<file path="src/rtl/iterative_normalizer_if.sv">
// Handshake bundle between the iterative normalizer and its producer/consumer.
// The master side drives operands and accepts results; the slave side is the normalizer.
interface iterative_normalizer_if #(
  parameter int BITS = 16,
  parameter int CW   = 5
);
  logic            in_valid;
  logic            in_ready;
  logic [BITS-1:0] a;
  logic            mode;
  logic            out_valid;
  logic            out_ready;
  logic [BITS-1:0] result;
  logic [CW-1:0]   count;
  logic            zero;

  modport master (
    output in_valid, a, mode, out_ready,
    input  in_ready, out_valid, result, count, zero
  );

  modport slave (
    input  in_valid, a, mode, out_ready,
    output in_ready, out_valid, result, count, zero
  );
endinterface

</file>
<file path="src/rtl/iterative_normalizer.sv">
// Multi-cycle normalizer: left-shifts an operand one bit per clock until its leading
// one (unsigned) or its first non-sign bit (signed) reaches the top, reporting the shift count.
module iterative_normalizer #(
  parameter int BITS = 16,
  parameter int CW   = 5
) (
  input logic                 clk,
  input logic                 rst,
  iterative_normalizer_if.slave bus
);

  typedef enum logic [1:0] {IDLE, SHIFT, DONE} state_t;

  state_t          state_q, state_d;
  logic [BITS-1:0] result_q, result_d;
  logic [CW-1:0]   count_q, count_d;
  logic            zero_q, zero_d;
  logic            mode_q, mode_d;
  logic            normalized;

  // Signed operands are normalized once the sign bit and the bit below it disagree.
  assign normalized = mode_q ? (result_q[BITS-1] != result_q[BITS-2])
                             : result_q[BITS-1];

  always_comb begin
    // NOTE: every variable gets a default first so no path leaves it unassigned (no latch).
    state_d  = state_q;
    result_d = result_q;
    count_d  = count_q;
    zero_d   = zero_q;
    mode_d   = mode_q;
    unique case (state_q)
      IDLE: begin
        if (bus.in_valid) begin
          mode_d  = bus.mode;
          count_d = '0;
          zero_d  = 1'b0;
          if (!bus.mode && bus.a == '0) begin
            result_d = '0;
            count_d  = CW'(BITS);
            zero_d   = 1'b1;
            state_d  = DONE;
          end else if (bus.mode && (bus.a == '0 || bus.a == '1)) begin
            // All-sign operands would never reach the normalized condition; finish in one step.
            result_d = bus.a << (BITS-1);
            count_d  = CW'(BITS-1);
            state_d  = DONE;
          end else begin
            result_d = bus.a;
            state_d  = SHIFT;
          end
        end
      end
      SHIFT: begin
        if (normalized) begin
          state_d = DONE;
        end else begin
          result_d = result_q << 1;
          count_d  = count_q + CW'(1);
        end
      end
      DONE: begin
        if (bus.out_ready) state_d = IDLE;
      end
      default: state_d = IDLE;
    endcase
  end

  always_ff @(posedge clk) begin
    // NOTE: sequential state uses non-blocking assignments so all registers update together.
    if (rst) begin
      state_q  <= IDLE;
      result_q <= '0;
      count_q  <= '0;
      zero_q   <= 1'b0;
      mode_q   <= 1'b0;
    end else begin
      state_q  <= state_d;
      result_q <= result_d;
      count_q  <= count_d;
      zero_q   <= zero_d;
      mode_q   <= mode_d;
    end
  end

  assign bus.in_ready  = (state_q == IDLE);
  assign bus.out_valid = (state_q == DONE);
  assign bus.result    = result_q;
  assign bus.count     = count_q;
  assign bus.zero      = zero_q;

endmodule

</file>
<file path="src/flat_wrapper.sv">
// flat-port wrapper written by rule: the top's interface ports become plain ports
module iterative_normalizer_flat 
#(
  parameter int BITS = 16,
  parameter int CW   = 5
)
  (clk, rst, bus_in_valid, bus_a, bus_mode, bus_out_ready, bus_in_ready, bus_out_valid, bus_result, bus_count, bus_zero);
  iterative_normalizer_if #(.BITS(BITS), .CW(CW)) bus_i ();
  input logic clk;
  input logic rst;
  input wire logic [$bits(bus_i.in_valid)-1:0] bus_in_valid;
  input wire logic [$bits(bus_i.a)-1:0] bus_a;
  input wire logic [$bits(bus_i.mode)-1:0] bus_mode;
  input wire logic [$bits(bus_i.out_ready)-1:0] bus_out_ready;
  output wire logic [$bits(bus_i.in_ready)-1:0] bus_in_ready;
  output wire logic [$bits(bus_i.out_valid)-1:0] bus_out_valid;
  output wire logic [$bits(bus_i.result)-1:0] bus_result;
  output wire logic [$bits(bus_i.count)-1:0] bus_count;
  output wire logic [$bits(bus_i.zero)-1:0] bus_zero;
  assign bus_i.in_valid = bus_in_valid;
  assign bus_i.a = bus_a;
  assign bus_i.mode = bus_mode;
  assign bus_i.out_ready = bus_out_ready;
  assign bus_in_ready = bus_i.in_ready;
  assign bus_out_valid = bus_i.out_valid;
  assign bus_result = bus_i.result;
  assign bus_count = bus_i.count;
  assign bus_zero = bus_i.zero;
  iterative_normalizer #(.BITS(BITS), .CW(CW)) u_core (.clk(clk), .rst(rst), .bus(bus_i));
endmodule
</file>
<file path="config.mk">
export PLATFORM = sky130hd
export DESIGN_NAME = iterative_normalizer_flat
export DESIGN_NICKNAME = d
export VERILOG_FILES = /design/src/rtl/iterative_normalizer_if.sv /design/src/rtl/iterative_normalizer.sv /design/src/flat_wrapper.sv
export SDC_FILE = /design/constraint.sdc
export NUM_CORES = 1
export LEC_CHECK = 0
export BUFFER_PORTS_ARGS = -buffer_cell sky130_fd_sc_hd__buf_2
export CAP_MARGIN = 20
export CORE_ASPECT_RATIO = 1.25
export CORE_MARGIN = 4
export CORE_UTILIZATION = 25
export CTS_BUF_LIST = sky130_fd_sc_hd__clkbuf_16
export CTS_CLUSTER_SIZE = 24
export DETAILED_ROUTE_END_ITERATION = 7
export GPL_TIMING_DRIVEN = 0
export PLACE_DENSITY = 0.43
export SLEW_MARGIN = 20
export SYNTH_ARGS = -nofsm -noshare
export SYNTH_HDL_FRONTEND = slang
export SYNTH_SLANG_ARGS = --single-unit
</file>
<file path="constraint.sdc">
create_clock -name clk -period 2.9 [get_ports clk]
set_input_delay 0.58 -clock clk [delete_from_list [all_inputs] [get_ports clk]]
set_output_delay 0.58 -clock clk [all_outputs]
set_load 0.02 [all_outputs]
</file>
==> results.rst <==
.. list-table::
   :header-rows: 1

   * - Metric
     - Value
   * - Number of global-route vias before repair
     - 1542
   * - Startpoint kind of the worst setup timing path
     - input port
   * - Pwr/cell area
     - 595 mW/mm²
   * - Setup crit end kind
     - register
   * - Routed len/inst
     - 16.4 µm
   * - Post-synthesis cell area
     - 0.00147 mm²
   * - Placement row count
     - 30
   * - DIE HEIGHT
     - between 90 and 100 µm
   * - Unrepaired setup endpoints after global routing
     - false
   * - Mapped Nets
     - 191
   * - Post-CTS Setup Inserts
     - 0
   * - Most numerous cell on the critical path
     - buf_2
   * - Clock latency on the worst-skew pair
     - 0.26 ns
   * - Area inside the core boundary
     - about 0.0056 mm²
   * - Class of the worst hold path
     - register to register
   * - Overall Global Routing Usage
     - 12.8%
   * - Total congestion overflow
     - 0
   * - Crit path max-delay family
     - simple AND/OR/NAND/NOR gates
   * - Reg-to-reg startpoint
     - u_core.state_q[0]$_SDFFE_PP0P_
   * - Yosys warns
     - 0
   * - Crit-path max cell delay
     - 0.76 ns
   * - Clock tree root driver cell
     - clkbuf_16
   * - Worst Reg2Reg Path Length in Cells
     - 6
   * - Crit path arrival time
     - 2.22 ns
   * - Portion of total power attributed to the clock network
     - 28.6%
   * - Clock period minus worst slack
     - 2.06 ns
   * - Number of enable flip-flop cells after synthesis
     - 0
   * - Final critical-path share of the clock period
     - 71.1%
   * - Area enclosed by the die boundary
     - 0.00717 mm²
   * - Placed wire-length estimate after detailed placement
     - 3.51 mm
   * - Highest attainable clock frequency
     - 485 MHz
   * - Internal power
     - 721 µW
   * - Maximum net fanout on the critical path
     - 10
   * - Post-layout nets
     - 240
   * - Num ports
     - 45
   * - Post-Synthesis Cells
     - 169
   * - Wire length of the first global-routing pass
     - 7.52 mm
   * - Register share of total power
     - 39.6%
   * - Static leakage
     - between 0.0007 and 0.0008 µW
   * - Initial antenna violation count
     - 0
   * - H-tree lvl count
     - 1
   * - Final number of setup-violating endpoints
     - 0
   * - Maximum number of pins on one net before global-route repair
     - 14
   * - Cell with the largest stage delay on the worst path
     - nor4_2
   * - Total Wirelength
     - around 4.6 mm
   * - Reg clk slew, reported paths
     - 0.07 ns
   * - Cells resized by post-CTS repair
     - 0
   * - Most common flop cell mapped by yosys
     - dfxtp_1
   * - Sinks on the clock net
     - 25
   * - Count of filler cells inserted in the layout
     - ~650
   * - Switching pwr
     - roughly 380 µW
   * - CTS Buffer Depth
     - 2
   * - Crit path buffers/inverters
     - 2
   * - Detailed Routing Iterations Pass 1
     - 4
   * - Most common library cell in the layout ignoring fill and taps
     - buf_2
   * - Number of distinct library cells after synthesis
     - 42
   * - Initial core utilization
     - 26.4%
   * - Worst Min Path Start
     - u_core.bus.zero$_SDFFE_PP0P_
   * - Clock buffers created by TritonCTS
     - 3
   * - Max-Slew Margin vs Limit
     - 44.9%
   * - Leading cell types in the layout, fill and taps excluded
     - buf_2 (48), dfxtp_1 (25), a21oi_1 (17)
   * - Endpoint of the worst register-to-register path
     - u_core.bus.result[8]$_SDFFE_PP0P_
   * - Fraction of final layout cells sized beyond drive strength 1
     - 27.6%
   * - Sink of the worst hold path
     - u_core.bus.zero$_SDFFE_PP0P_
   * - Reg-to-reg slack, setup
     - between 0.9 and 1 ns
   * - Clock tree from TritonCTS
     - built
   * - Register area share after synthesis
     - 34.1%
   * - Status
     - finished, final reports clean
   * - Inserted Diodes
     - 0
   * - Placed cell area
     - roughly 0.0018 mm²
   * - Setup TNS after final layout
     - 0 ns
   * - Maximum ir drop on the vdd rail
     - between 0.2 and 0.3 mV
   * - Critical path required time
     - 3.05 ns
   * - Number of buffers inserted by hold repair at cts
     - 0
   * - Floorplan die width
     - 76.5 µm
   * - Detailed-route DRC error count
     - 0
   * - Part of the power in combinational logic
     - a little under a third
   * - Flops & latches, synth
     - 25
   * - Via/cell ratio
     - 5.31
   * - Post-route design area
     - 0.00185 mm²
   * - Share of synthesized flip-flops with an asynchronous set or reset
     - 0%
   * - Worst hold margin
     - approximately 0.46 ns
   * - Number of endpoints with negative hold slack in the final report
     - 0
   * - Worst hold path depth
     - 2
   * - Antenna violation net count after detailed routing
     - 0
   * - Number of design-rule violations left by the first detailed-router iteration
     - 68
   * - Total vias in the final route
     - 1492
   * - IO Port Bufs
     - 44
   * - Largest clock skew in the final design
     - approximately 0.005 ns
   * - Chain of cells forming the critical path
     - buf_2 -> nand4_1 -> nor4_2 -> buf_2 -> a21oi_1 -> o22a_1
   * - Sw Ratio
     - 34.4%
   * - Max-cap check violation count
     - 0
   * - Area Overhead vs Synth
     - 25.8%
   * - Global placement routability congestion
     - 0.782
   * - Crit Path Class
     - input port to register
   * - Fin. max-slew vios
     - 0
   * - Transition time at the pin with the least slew margin
     - around 0.82 ns
   * - Synth Area per Inst
     - approximately 8.7 µm²
## registers in the layout, indices dropped and copies added, names as in the netlist
name and cells:
u_core.bus.count 5, u_core.bus.result 16, u_core.bus.zero 1, u_core.mode_q 1
u_core.state_q 2
## worst max path at each step
stage | cells past startpoint | from | to
finish | 6 | bus_a[2] | u_core.bus.result[7]$_SDFFE_PP0P_
global route | 6 | bus_a[2] | u_core.bus.result[12]$_SDFFE_PP0P_
CTS | 6 | bus_a[2] | u_core.bus.result[7]$_SDFFE_PP0P_
detailed placement | 6 | bus_a[2] | u_core.bus.result[12]$_SDFFE_PP0P_
global placement | 6 | bus_a[2] | u_core.bus.result[5]$_SDFFE_PP0P_
floorplan | 5 | bus_a[2] | u_core.bus.result[10]$_SDFFE_PP0P_
## kinds of logic (layout without fill, tap and decap cells)
logic type | count (synthesis) | count (layout) | share of synthesized area [%]
compound gates | 67 | 67 | 33.0
fa+ha+maj | 1 | 1 | 0.852
buf+inv | 19 | 67 | 6.99
flops | 25 | 25 | 34.1
simple gates | 57 | 57 | 25.1
## cell usage after synthesis (all sizes together), types with 4 or more instances
master  number  area, µm²
a21oi       17       85.1
inv          4       15.0
buf          8       61.3
or3          4       30.0
nand3b      13       97.6
nand2        7       26.3
o21a        13       97.6
nor4         6       43.8
dfxtp       25        500
o22a        13        114
clkbuf       7       26.3
nand4        5       31.3
nor2         7       26.3
## area by class of cell
cell class | instances | area, µm² | share of cell area, %
flip-flops and latches | 25 | 500 | 27.1
repair buffers | 44 | 220 | 11.9
well taps | 64 | 80.1 | 4.34
clock buffers | 3 | 75.1 | 4.07
clock inverters | 1 | 3.75 | 0.203
plain buffers | 15 | 87.6 | 4.74
multi-input cells | 125 | 865 | 46.8
inverters | 4 | 15.0 | 0.813
## power groups by stage
stage / combinational, µW / sequential (µW) / clock, µW
6_report: 349 / 435 / 315
3_5_place_dp: 353 / 444 / 0
4_1_cts: 354 / 436 / 317
3_3_place_gp: 354 / 444 / 0
5_1_grt: 383 / 444 / 331
2_1_floorplan: 182 / 492 / 0
## worst register-to-register path: cells and delay by family, from the launching register on
family                 cells  cell delay, ns
AND/OR/NAND/NOR            2            0.68
flip-flops                 1            0.34
buffers and inverters      2            0.47
AO/OA/AOI/OAI              2            0.35
## per-stage QoR
step | cells | total power [µW] | util [%] | worst slack (ns)
after floorplan | 169 | 674 | - | 1.04
after global placement | 277 | 799 | 31.8 | 0.583
after detailed placement | 277 | 797 | 31.8 | 0.562
after CTS | 281 | 1110 | 33.2 | 0.849
after global routing | 281 | 1160 | 33.2 | 0.684
final | 281 | 1100 | 33.2 | 0.838
## per-layer routing
metal | global-route usage (%) | share of wire (%) | vias up
met2 | 21.8 | 46 | 42
met1 | 16.4 | 48 | 688
met4 | 3.17 | 1.3 | 0
met3 | 2.69 | 4.7 | 9
met5 | 0 | 0 | -
li1 | - | - | 753
(Power assumes the default switching activity.)
